### src/rtl/dcc_pkg.sv
// Shared definitions for the DCC packet generator: state encoding, cmd_word
// field offsets and the fixed contents of the idle packet.
package dcc_pkg;

  typedef enum logic [2:0] {
    ST_IDLE,
    ST_PREAMBLE,
    ST_START,
    ST_DATA,
    ST_CHECK,
    ST_END
  } dcc_state_e;

  localparam logic [7:0] IDLE_BYTE0 = 8'hFF;
  localparam logic [7:0] IDLE_BYTE1 = 8'h00;
  localparam logic [7:0] IDLE_CHECK = 8'hFF;

  function automatic int len_lsb(input int max_bytes);
    return 8 * max_bytes;
  endfunction

  function automatic int wrap_bit(input int max_bytes);
    return 8 * max_bytes + 3;
  endfunction

  function automatic int rep_lsb(input int max_bytes);
    return 8 * max_bytes + 4;
  endfunction

endpackage

### src/rtl/dcc_bit_timer.sv
// DCC bit timer: each bit is a high half followed by an equal low half whose
// length depends on the bit value; the next bit is sampled on bit_done.
module dcc_bit_timer #(
  parameter int ONE_HALF  = 58,
  parameter int ZERO_HALF = 100
) (
  input  logic clk,
  input  logic reset_n,
  input  logic run,
  input  logic next_bit,
  output logic bit_done,
  output logic track_out
);

  localparam int MAX_HALF = (ONE_HALF > ZERO_HALF) ? ONE_HALF : ZERO_HALF;
  localparam int CW       = $clog2(MAX_HALF + 1);

  logic [CW-1:0] half_cnt;
  logic [CW-1:0] half_last;
  logic          phase;
  logic          cur_bit;

  assign half_last = cur_bit ? CW'(ONE_HALF - 1) : CW'(ZERO_HALF - 1);
  assign bit_done  = run && phase && (half_cnt == half_last);
  // Combinational so that losing run (including an async reset of the
  // controller) drops the track immediately.
  assign track_out = run && !phase;

  // While stopped, keep the first bit preloaded so output starts the cycle run rises.
  always_ff @(posedge clk or negedge reset_n) begin
    if (!reset_n) begin
      half_cnt <= '0;
      phase    <= 1'b0;
      cur_bit  <= 1'b1;
    end else if (!run) begin
      half_cnt <= '0;
      phase    <= 1'b0;
      cur_bit  <= next_bit;
    end else if (half_cnt == half_last) begin
      half_cnt <= '0;
      if (phase) begin
        phase   <= 1'b0;
        cur_bit <= next_bit;
      end else begin
        phase <= 1'b1;
      end
    end else begin
      half_cnt <= half_cnt + 1'b1;
    end
  end

endmodule

### src/rtl/dcc_packet_gen.sv
// DCC packet generator: walks the command table and serialises each entry as
// preamble, start-bit-delimited bytes, XOR check byte and end bit.
module dcc_packet_gen
  import dcc_pkg::*;
#(
  parameter  int MAX_BYTES     = 4,
  parameter  int PREAMBLE_BITS = 14,
  parameter  int IDX_W         = 10,
  parameter  int ONE_HALF      = 58,
  parameter  int ZERO_HALF     = 100,
  localparam int CMD_W         = 8 * MAX_BYTES + 8
) (
  input  logic             clk,
  input  logic             reset_n,
  input  logic             enable,
  output logic [IDX_W-1:0] cmd_index,
  input  logic [CMD_W-1:0] cmd_word,
  output logic             track_out,
  output logic             busy,
  output logic             packet_done
);

  localparam int             LEN_LSB  = len_lsb(MAX_BYTES);
  localparam int             WRAP_BIT = wrap_bit(MAX_BYTES);
  localparam int             REP_LSB  = rep_lsb(MAX_BYTES);
  localparam int             PRE_W    = $clog2(PREAMBLE_BITS);
  localparam logic [PRE_W-1:0] PRE_LAST = PRE_W'(PREAMBLE_BITS - 1);
  localparam logic [2:0]     MAX_LEN  = 3'(MAX_BYTES);

  dcc_state_e state, state_n;

  logic [PRE_W-1:0]       pre_cnt;
  logic [2:0]             bit_cnt;
  logic [2:0]             byte_idx;
  logic [2:0]             pkt_len;
  logic                   pkt_wrap;
  logic [8*MAX_BYTES-1:0] pkt_data;
  logic [7:0]             acc;
  logic [3:0]             rep_cnt;
  logic                   first_send;

  logic                   bit_done;
  logic                   next_bit;
  logic                   run;
  logic                   latch;
  logic                   end_done;
  logic                   byte_last;
  logic [8*MAX_BYTES-1:0] byte_shift;
  logic [7:0]             cur_byte;
  logic [2:0]             nxt_pos;
  logic [2:0]             cmd_len;
  logic [2:0]             load_len;
  logic [8*MAX_BYTES-1:0] load_data;

  assign cmd_len     = cmd_word[LEN_LSB +: 3];
  assign run         = (state != ST_IDLE);
  assign busy        = run;
  assign latch       = (state == ST_PREAMBLE) && bit_done && (pre_cnt == PRE_LAST);
  assign end_done    = (state == ST_END) && bit_done;
  assign packet_done = end_done;
  assign byte_last   = (state == ST_DATA) && bit_done && (bit_cnt == 3'd7);
  assign byte_shift  = pkt_data >> {byte_idx, 3'b000};
  assign cur_byte    = byte_shift[7:0];
  assign nxt_pos     = 3'd6 - bit_cnt;

  // An empty entry becomes a two-byte idle packet; overlong lengths are clamped.
  always_comb begin
    load_data = cmd_word[8*MAX_BYTES-1:0];
    load_len  = cmd_len;
    if (cmd_len == 3'd0) begin
      load_data       = '0;
      load_data[15:0] = {IDLE_BYTE1, IDLE_BYTE0};
      load_len        = 3'd2;
    end else if (cmd_len > MAX_LEN) begin
      load_len = MAX_LEN;
    end
  end

  dcc_bit_timer #(
    .ONE_HALF (ONE_HALF),
    .ZERO_HALF(ZERO_HALF)
  ) u_timer (
    .clk      (clk),
    .reset_n  (reset_n),
    .run      (run),
    .next_bit (next_bit),
    .bit_done (bit_done),
    .track_out(track_out)
  );

  always_ff @(posedge clk or negedge reset_n) begin
    if (!reset_n) state <= ST_IDLE;
    else          state <= state_n;
  end

  // next_bit is the value of the bit that follows the current one.
  always_comb begin
    state_n  = state;
    next_bit = 1'b1;
    unique case (state)
      ST_IDLE: begin
        if (enable) state_n = ST_PREAMBLE;
      end
      ST_PREAMBLE: begin
        if (latch) begin
          state_n  = ST_START;
          next_bit = 1'b0;
        end
      end
      ST_START: begin
        next_bit = 1'b0;
        if (bit_done) begin
          if (byte_idx == pkt_len) begin
            state_n  = ST_CHECK;
            next_bit = acc[7];
          end else begin
            state_n  = ST_DATA;
            next_bit = cur_byte[7];
          end
        end
      end
      ST_DATA: begin
        if (bit_done) begin
          if (bit_cnt == 3'd7) begin
            state_n  = ST_START;
            next_bit = 1'b0;
          end else begin
            next_bit = cur_byte[nxt_pos];
          end
        end
      end
      ST_CHECK: begin
        if (bit_done) begin
          if (bit_cnt == 3'd7) begin
            state_n  = ST_END;
            next_bit = 1'b1;
          end else begin
            next_bit = acc[nxt_pos];
          end
        end
      end
      ST_END: begin
        if (bit_done) state_n = enable ? ST_PREAMBLE : ST_IDLE;
      end
      default: state_n = ST_IDLE;
    endcase
  end

  // Datapath: counters, packet register, checksum, repeat and index handling.
  always_ff @(posedge clk or negedge reset_n) begin
    if (!reset_n) begin
      cmd_index  <= '0;
      pre_cnt    <= '0;
      bit_cnt    <= '0;
      byte_idx   <= '0;
      pkt_len    <= '0;
      pkt_wrap   <= 1'b0;
      pkt_data   <= '0;
      acc        <= '0;
      rep_cnt    <= '0;
      first_send <= 1'b1;
    end else begin
      if ((state == ST_PREAMBLE) && bit_done) begin
        pre_cnt <= latch ? '0 : pre_cnt + 1'b1;
      end
      if (latch) begin
        pkt_data <= load_data;
        pkt_len  <= load_len;
        pkt_wrap <= cmd_word[WRAP_BIT];
        acc      <= '0;
        byte_idx <= '0;
        bit_cnt  <= '0;
        if (first_send) begin
          rep_cnt    <= cmd_word[REP_LSB +: 4];
          first_send <= 1'b0;
        end
      end
      if (((state == ST_DATA) || (state == ST_CHECK)) && bit_done) begin
        bit_cnt <= bit_cnt + 1'b1;
      end
      if (byte_last) begin
        acc      <= acc ^ cur_byte;
        byte_idx <= byte_idx + 1'b1;
      end
      if (end_done) begin
        if (rep_cnt != 4'd0) begin
          rep_cnt <= rep_cnt - 1'b1;
        end else begin
          first_send <= 1'b1;
          cmd_index  <= pkt_wrap ? '0 : cmd_index + 1'b1;
        end
      end
    end
  end

endmodule

### config.mk
export PLATFORM = sky130hd
export DESIGN_NAME = dcc_packet_gen
export DESIGN_NICKNAME = d
export VERILOG_FILES = /design/src/rtl/dcc_pkg.sv /design/src/rtl/dcc_bit_timer.sv /design/src/rtl/dcc_packet_gen.sv
export SDC_FILE = /design/constraint.sdc
export NUM_CORES = 1
export LEC_CHECK = 0
export ABC_AREA = 1
export CORE_ASPECT_RATIO = 1.4
export CORE_MARGIN = 2
export CORE_UTILIZATION = 51
export DETAILED_ROUTE_END_ITERATION = 10
export PLACE_DENSITY = 0.83
export SLEW_MARGIN = 10
export SYNTH_ARGS = -nofsm -noshare
export SYNTH_HDL_FRONTEND = slang
export SYNTH_SLANG_ARGS = --single-unit
### constraint.sdc
create_clock -name clk -period 1.8 [get_ports clk]
set_input_delay 0.36 -clock clk [delete_from_list [all_inputs] [get_ports clk]]
set_output_delay 0.36 -clock clk [all_outputs]
set_load 0.02 [all_outputs]
==> impl_metrics.yaml <==
route:
  detail-route-antenna-nets: 0
  drtIter0Drc: 391
  num_vias: 4491
  drc_errors: 0
  wire_per_inst_um: 16.13
  dr.pass1.iters: 6
  viasPerCell: 5.565
  routed_wl_um: 13020
sta:
  slew_violations: 0
  clock.fmax_mhz: 515.7
  setup_slack_ns: -0.1392
  skew_ns: 0.005730
  tightestPinTransition_ns: 0.4298
  setup_violations: 63
  hold_slack_ns: 0.4802
  period_share: 1.077
  hold_violations: 0
  rsz0062_at_grt: "yes"
  max_slew_margin: 0.7122
  layout_min_cycle_time_ns: 1.939
critical_path:
  crit_fanout: 3
  start_kind: "register"
  crit_start: "u_timer.half_cnt[4]"
  cp-end-kind: "output port"
  critPathBufInv: 2
  crit_family: "simple AND/OR/NAND/NOR gates"
  worstSetupPathType: "register to output port"
  slowest_stage: "dfrtp_1"
  worstPathRequired_ns: 1.44
  max_stage_delay_ns: 0.41
  path_common_cell: "nand2_2"
  crit_path_cell_trace: "nor2_1 -> nand3_1 -> nand2_2 -> nand3_4 -> nor2_8 -> nand2_2 -> inv_2 -> buf_6"
  timing.rr.start: "u_timer.half_cnt[4]"
  cp.arrival_ns: 1.58
floorplan:
  fp.dieW_um: 84.83
  initial_core_util: 0.5196
  rows: 41
  placeableCoreArea_mm2: 0.008977
  dieHeight_um: 117.2
  fp.dieArea_mm2: 0.009938
  ios: 56
yosys:
  ys_ff_latch: 81
  postSynthAreaPerCell_um2: 8.015
  synthTopCellsByArea: "dfrtp_1 42%, nand2_1 11%, nand3_1 6.4%"
  synth_area_leader_cell: "dfrtp_1"
  yosysTopAreaCellShare: 0.4238
  yosysWarnings: 0
  seq_area_frac_synth: 0.4351
  syn_area_mm2: 0.004664
  syn_inst: 582
  synth_cell_types: 42
  synth_nets: 634
power:
  leakage_nw: 3.169
  powerDensity_mw_per_mm2: 594.4
  power_mw: 3.829
  peakVddDrop_v: 0.0005957
status:
  outcome: "complete, but fails checks"
  violations: "negative setup slack"
global_routing:
  grt_use_total: 0.2350
  grt_pass1_vias: 4235
  grt_pass1_wl_um: 18890
  antenna_found_initial: 0
  grt_max_degree: 40
  grt_overflow: 0
cts:
  clk_path_buf_depth: 2
  root_buffer: "clkbuf_16"
  clkSlewWorstSetupHoldPaths_ns: 0.06
  htreeDepth: 3
  cts_sinks: 81
  cts_buffers: 9
  cts_tree: "built"
  insertion_delay_ns: 0.34
placement:
  place_hpwl_um: 7991
  globalplace.congestion: 0.8559
  port_buffers: 55
  post_dp_cell_area_mm2: 0.005674
run:
  drv_cap: 0
cells_and_area:
  insertedDiodeCount: 0
  drive_above_1_share: 0.2600
  nFillCells: 570
  area.growth.synth_to_final_pct: 38.12
  fin_util: 0.7176
  nets: 747
  layout.cell_area.non_filler_mm2: 0.006442
hold_path:
  min_path_type: "input port to asynchronous set/reset pin"
-- sequential cells by signal, indices dropped and copies added (netlist names) --
register          cells
pkt_data             32
u_timer.phase         1
pre_cnt               4
u_timer.cur_bit       1
rep_cnt               4
first_send            1
pkt_len               3
pkt_wrap              1
acc                   8
byte_idx              3
u_timer.half_cnt      7
state                 3
cmd_index            10
bit_cnt               3
-- where the power goes --
| part | internal (mW) | leakage (nW) | switching (mW) | total [mW] |
|---|---|---|---|---|
| clock | 1.11 | 0.137 | 0.725 | 1.84 |
| combinational | 0.0942 | 2.13 | 0.0737 | 0.168 |
| sequential | 1.82 | 0.906 | 0 | 1.82 |
-- through the flow --
stage               cells  worst slack [ns]  TNS (ns)
CTS                   799          -0.09295    -1.877
global route          807           -0.2624    -12.13
detailed placement    777           -0.2302    -1.954
floorplan             582            0.1158         0
finish                807           -0.1392    -3.765
global placement      777           -0.1677   -0.1714
-- worst paths after layout --
| check | to | slack [ns] | cells after the start |
|---|---|---|---|
| min | pkt_data[30] | 0.48 | 2 |
| max | packet_done | -0.14 | 8 |
| min in group clk | pre_cnt[2] | 0.52 | 1 |
| max in group asynchronous | u_timer.cur_bit | 0.69 | 3 |
| max reg2reg | pkt_data[4] | -0.13 | 12 |
| min reg2reg | pre_cnt[2] | 0.52 | 1 |
-- layout by cell type, fill, tap and decap left out, types with 9 or more instances in the layout --
cell,n
inv_1,75
o21ai_2,23
nor2_1,25
buf_4,42
dfrtp_1,79
ha_1,9
nand3_1,57
nand2_1,114
nand2_2,20
clkdlybuf4s50_1,46
o21ai_0,26
o21ai_1,25
a21oi_1,10
buf_6,15
nand3_2,16
xor2_1,17
clkbuf_16,12
-- layout make-up --
class	instances	area (um2)	share of cell area
repair inverters	1	6.256	0.0009711
well taps	107	133.9	0.02078
clock inverters	2	37.54	0.005826
clock buffers	14	254.0	0.03943
repair buffers	120	1214	0.1884
flip-flops and latches	81	2029	0.3150
multi-input cells	397	2444	0.3793
inverters	85	324.1	0.05030
-- what timing repair did --
| action | CTS | global route |
|---|---|---|
| hold buffers | 1 | 0 |
| resized for setup | 27 | 99 |
| pin swaps | 5 | 18 |
| setup endpoints to repair | 52 | 79 |
| endpoints found under the hold margin | 25 | 0 |
| setup buffers | 6 | 6 |
| gates cloned | 0 | 4 |
-- kinds of logic after synthesis --
family / synth area share
xor+xnor: 0.03568
fa+ha+maj: 0.02414
simple gates: 0.2881
flops: 0.4351
compound gates: 0.1218
buf+inv: 0.09522
-- worst reg2reg max path, cell delays in order (launching register included) --
cell and delay (ns):
dfrtp_1 0.41, nor2_1 0.11, nand3_1 0.11, nand2_2 0.12
nand3_4 0.11, nor2_8 0.11, buf_6 0.11, nand2_4 0.05
nor2_4 0.22, buf_12 0.18, buf_6 0.11, o21ai_0 0.09
o21ai_0 0.10
-- synthesized netlist by cell type --
cell	instances
nor2_1	26
buf_8	1
clkbuf_1	5
or2_4	1
nand3b_1	2
dfrtp_1	79
nor2_2	1
nand2_2	4
o21bai_1	1
a21oi_1	11
buf_2	7
inv_2	5
nor2_8	1
o31ai_1	4
o21ai_0	50
o21ai_2	10
inv_1	78
or2_2	1
clkinv_1	2
buf_1	1
o21ai_1	14
nand2_4	1
buf_4	1
xnor2_1	2
nand2_1	135
a31oi_1	2
ha_1	9
o22ai_2	2
xor2_1	17
o21a_1	1
buf_6	4
nor2_4	4
nor3_2	1
nand3_2	19
o22ai_1	1
nand3_1	60
nor3b_1	1
o21ai_4	1
nor3_1	9
nand4_1	5
nand3_4	1
dfstp_2	2
-- metal layers --
| metal | global-route usage | vias up | wire length [um] |
|---|---|---|---|
| met3 | 0.04769 | 51 | 708 |
| met4 | 0.09312 | 0 | 429 |
| met5 | 0 | - | 0 |
| met2 | 0.4121 | 187 | 6860 |
| met1 | 0.2853 | 2144 | 5022 |
| li1 | - | 2109 | - |
Power figures use the tool's default switching activity.
